File: src/rtl/gpr_scoreboard.sv
// Issue-side hazard controller for the 32x64 GPR file.
// Each register has a saturating counter of in-flight writes. An instruction
// issues only when both of its sources are free and its destination counter
// still has room. Writeback releases become visible one cycle after commit.
module gpr_scoreboard #(
    parameter int GPR_NUM = 32,
    parameter int GPR_W   = 5,
    parameter int CNT_W   = 2
) (
    input  logic             clk,
    input  logic             rst,
    input  logic             issue_valid,
    output logic             issue_ready,
    input  logic [GPR_W-1:0] issue_rs1,
    input  logic             issue_rs1_en,
    input  logic [GPR_W-1:0] issue_rs2,
    input  logic             issue_rs2_en,
    input  logic [GPR_W-1:0] issue_rd,
    input  logic             issue_rd_en,
    input  logic             wb_valid,
    input  logic [GPR_W-1:0] wb_rd,
    input  logic             flush,
    output logic             busy_any,
    output logic             err
);

    localparam logic [CNT_W-1:0] CNT_MAX  = '1;
    localparam logic [CNT_W-1:0] CNT_ZERO = '0;
    localparam logic [CNT_W-1:0] CNT_ONE  = CNT_W'(1);

    // Counters exist only for x1..x(GPR_NUM-1); cnt_view adds a constant zero for x0
    logic [CNT_W-1:0] cnt_reg  [1:GPR_NUM-1];
    logic [CNT_W-1:0] cnt_next [1:GPR_NUM-1];
    logic [CNT_W-1:0] cnt_view [GPR_NUM];
    logic [GPR_NUM-1:0] busy_vec;
    logic err_reg;
    logic err_next;

    logic fire;
    logic h1;
    logic h2;
    logic hsat;
    logic dec_any;

    // Hazards look only at registered counts, so a same-cycle writeback never bypasses
    always_comb begin
        h1   = issue_rs1_en & (issue_rs1 != '0) & (cnt_view[issue_rs1] != CNT_ZERO);
        h2   = issue_rs2_en & (issue_rs2 != '0) & (cnt_view[issue_rs2] != CNT_ZERO);
        hsat = issue_rd_en  & (issue_rd  != '0) & (cnt_view[issue_rd]  == CNT_MAX);
        issue_ready = ~rst & ~flush & ~h1 & ~h2 & ~hsat;
        fire        = issue_valid & issue_ready;
        dec_any     = wb_valid & (wb_rd != '0);
        // A commit to a register with nothing pending is a protocol error
        err_next    = err_reg | (dec_any & (cnt_view[wb_rd] == CNT_ZERO));
    end

    genvar gi;
    generate
        for (gi = 0; gi < GPR_NUM; gi++) begin : g_reg
            if (gi == 0) begin : g_zero
                assign cnt_view[gi] = CNT_ZERO;
                assign busy_vec[gi] = 1'b0;
            end else begin : g_cnt
                logic inc_sel;
                logic dec_sel;
                assign inc_sel      = fire & issue_rd_en & (issue_rd == GPR_W'(gi));
                assign dec_sel      = wb_valid & (wb_rd == GPR_W'(gi));
                assign cnt_view[gi] = cnt_reg[gi];
                assign busy_vec[gi] = (cnt_reg[gi] != CNT_ZERO);

                // Issue and commit to the same register cancel; a decrement never wraps below zero
                always_comb begin
                    cnt_next[gi] = cnt_reg[gi];
                    if (inc_sel && !dec_sel) begin
                        cnt_next[gi] = cnt_reg[gi] + CNT_ONE;
                    end else if (dec_sel && !inc_sel && (cnt_reg[gi] != CNT_ZERO)) begin
                        cnt_next[gi] = cnt_reg[gi] - CNT_ONE;
                    end
                end
            end
        end
    endgenerate

    // Counter and error state; reset beats flush, flush discards this cycle's events
    always_ff @(posedge clk) begin
        if (rst) begin
            for (int i = 1; i < GPR_NUM; i++) cnt_reg[i] <= CNT_ZERO;
            err_reg <= 1'b0;
        end else if (flush) begin
            for (int i = 1; i < GPR_NUM; i++) cnt_reg[i] <= CNT_ZERO;
        end else begin
            for (int i = 1; i < GPR_NUM; i++) cnt_reg[i] <= cnt_next[i];
            err_reg <= err_next;
        end
    end

    assign busy_any = |busy_vec;
    assign err      = err_reg;

endmodule

File: config.mk
export PLATFORM = sky130hd
export DESIGN_NAME = gpr_scoreboard
export DESIGN_NICKNAME = d
export VERILOG_FILES = /design/src/rtl/gpr_scoreboard.sv
export SDC_FILE = /design/constraint.sdc
export NUM_CORES = 1
export LEC_CHECK = 0
export CORE_AREA = 2 2 91 158
export CTS_BUF_LIST = sky130_fd_sc_hd__clkbuf_4 sky130_fd_sc_hd__clkbuf_8
export DETAILED_ROUTE_END_ITERATION = 10
export DIE_AREA = 0 0 93 160
export PLACE_DENSITY = 0.62
export SLEW_MARGIN = 20
export SYNTH_ARGS = -nofsm -noshare
export SYNTH_HDL_FRONTEND = slang
export SYNTH_SLANG_ARGS = --single-unit
File: constraint.sdc
create_clock -name clk -period 4.9 [get_ports clk]
set_input_delay 0.98 -clock clk [delete_from_list [all_inputs] [get_ports clk]]
set_output_delay 0.98 -clock clk [all_outputs]
set_load 0.05 [all_outputs]
==> results_dict.tcl <==
set metrics [dict create \
    root_buffer "clkbuf_8" \
    avgSynthCellArea_sq_um 8.169 \
    setup_ws_ns 0.1630 \
    dieArea_sq_um 14880 \
    drv_slew 0 \
    clock_path_buffers 2 \
    fillerInstances 1368 \
    viasPerCell 6.801 \
    netlist.area_leader.share_pct 31.01 \
    grt_first_pass_wirelength_microns 35720 \
    port_buffers 30 \
    netlist_instances 735 \
    dieWidth_microns 93 \
    pre_cts_slack_ns 0.2217 \
    grt_pass1_vias 6127 \
    insertion_delay_ns 0.37 \
    cts_tree "done" \
    wl_per_cell_microns 25.31 \
    synthArstFlopShare_pct 0 \
    postCtsHoldBufs 0 \
    final_cell_mix "114 x nor2_1, 102 x nand2_1, 62 x edfxtp_1" \
    cts_buffers 9 \
    floorplan.initialDensity_pct 43.85 \
    post-route-min-period_ns 4.737 \
    htree_levels 3 \
    netlist_area_sq_um 6005 \
    num_vias 6311 \
    max_cap_viol_count 0 \
    coreArea_sq_um 13690 \
    antenna_cells 0 \
    nNetsFinal 774 \
    routed_wl_microns 23490 \
    critPathLaunchType "input pin" \
    cts_resized 0 \
    synth_area_leader_cell "edfxtp_1" \
    worstPathRequired_ns 3.92 \
    synth_cell_types 60 \
    largest_reg_flops 62 \
    syn_nets 763 \
    yosysSeqAreaShare_pct 31.34 \
    syn2layout_area_growth_pct 12.65 \
    finalCritPeriodShare_pct 96.67 \
    globalplace.congestion 0.9862 \
    p_leak_nw 2.250 \
    hpwl_microns 17820 \
    ir_drop_uv 155.8 \
    worstSetupEndpointType "primary output" \
    drt_first_iter_violations 636 \
    grt_max_degree 59 \
    grt_overflow 0 \
    max_freq_mhz 211.1 \
    run_status "finished clean" \
    clkTransAtPathRegs_ns 0.08 \
    antenna_found_initial 0 \
    fp.dieH_microns 160 \
    rows 57 \
    synth_ff_type "edfxtp_1" \
    layout_commonest_cell "nor2_1" \
    hold_violations 0 \
    rsz0062_at_grt "no" \
    final_layout_size_suffix_gt1_share_pct 12.52 \
    clock_sinks 63 \
    drt_drc_violations_left 0 \
    setup-violations-final 0 \
    holdCritPathClass "flop to flop" \
    critical_path_class "input pin to primary output" \
    cp_max_fo 10 \
    ys_ff_latch 63 \
    clock_skew_ns 0.006659 \
    power.density_nw_per_um2 259.2 \
    arrival_ns 3.76 \
    synth_enable_flop_cells 62 \
    track_usage_pct 32.21 \
    synth-warning-count 0 \
    worstMarginPinSlew_ns 0.8105 \
    post_cts_buffers 0 \
    setup_tns_ns 0 \
    yosys-top-cells-area "edfxtp_1 31%, mux4_2 10%, nor2_1 7.3%" \
    relSlewSlack_pct 45.55 \
    io_pins 31 \
    ant_nets 0 \
    dr.pass1.iters 5 \
]
[cells by family after synthesis]
| logic type | Yosys count | synth area share [%] |
|---|---|---|
| compound gates | 152 | 17.65 |
| xor+xnor | 12 | 1.750 |
| mux | 40 | 12.38 |
| flops | 63 | 31.34 |
| buf+inv | 62 | 4.063 |
| simple gates | 406 | 32.82 |
[final timing paths]
check,start,end,slack (ns),cells after the start
setup / recovery,issue_rs2[2],issue_ready,0.16,8
hold / removal,cnt_reg[0][22]$_SDFFCE_PN0P_,cnt_reg[0][22]$_SDFFCE_PN0P_,0.59,1
setup reg to reg,cnt_reg[1][8]$_SDFFCE_PN0P_,cnt_reg[0][25]$_SDFFCE_PN0P_,1.16,8
hold reg to reg,cnt_reg[0][22]$_SDFFCE_PN0P_,cnt_reg[0][22]$_SDFFCE_PN0P_,0.59,1
[critical path: stages]
cell	delay, ns
clkdlybuf4s50_1	0.70
inv_1	0.40
mux4_2	0.61
o2bb2ai_1	0.19
a211o_1	0.34
nor2_4	0.09
nor2_1	0.25
buf_12	0.18
[final cells by class]
type / count / area, sq um / area share (%)
repair buffers: 58 / 558.0 / 8.250
inverters: 4 / 15.01 / 0.2220
multi-input cells: 610 / 3891 / 57.53
clock buffers: 9 / 123.9 / 1.831
clock inverters: 7 / 72.57 / 1.073
flip-flops and latches: 63 / 1882 / 27.82
well taps: 177 / 221.5 / 3.274
[report_power, final]
group	switching, mW	internal [mW]
combinational	0.353	0.206
clock	0.250	0.236
sequential	0.0600	0.648
total	0.663	1.09
[per-layer routing]
metal	wire, microns	global-route usage (%)
met1	8328	35.79
met2	11630	53.75
met3	1444	5.755
met4	2091	24.33
met5	0	0
[cell usage after synthesis, types with 4 or more instances]
| cell | instances |
|---|---|
| and3_1 | 8 |
| buf_2 | 9 |
| or3_1 | 15 |
| or2_2 | 14 |
| xnor2_1 | 11 |
| o21ai_0 | 24 |
| nand3b_1 | 5 |
| a211oi_1 | 11 |
| nand3_1 | 35 |
| inv_1 | 4 |
| or4_1 | 18 |
| nand2b_1 | 17 |
| or2_1 | 7 |
| o22ai_1 | 4 |
| nor4_1 | 13 |
| nor3_1 | 23 |
| o31ai_1 | 23 |
| o21ai_1 | 4 |
| nand4_1 | 12 |
| mux2i_1 | 9 |
| mux4_2 | 27 |
| buf_1 | 6 |
| nor2_1 | 116 |
| a41o_1 | 6 |
| clkbuf_1 | 43 |
| a21oi_1 | 25 |
| a31oi_1 | 22 |
| nor2b_1 | 12 |
| nand2_1 | 102 |
| edfxtp_1 | 62 |
[metrics by stage]
stage	cell area (sq um)	hold WS (ns)	utilization (%)	total power [mW]	cells
floorplan	6005	0.5553	-	1.051	735
global placement	6565	0.5699	47.94	1.251	912
detailed placement	6565	0.5772	47.94	1.262	912
CTS	6761	0.5958	49.38	1.743	928
global route	6764	0.6201	49.40	1.820	928
finish	6764	0.5918	49.40	1.753	928
Power figures use the tool's default switching activity.
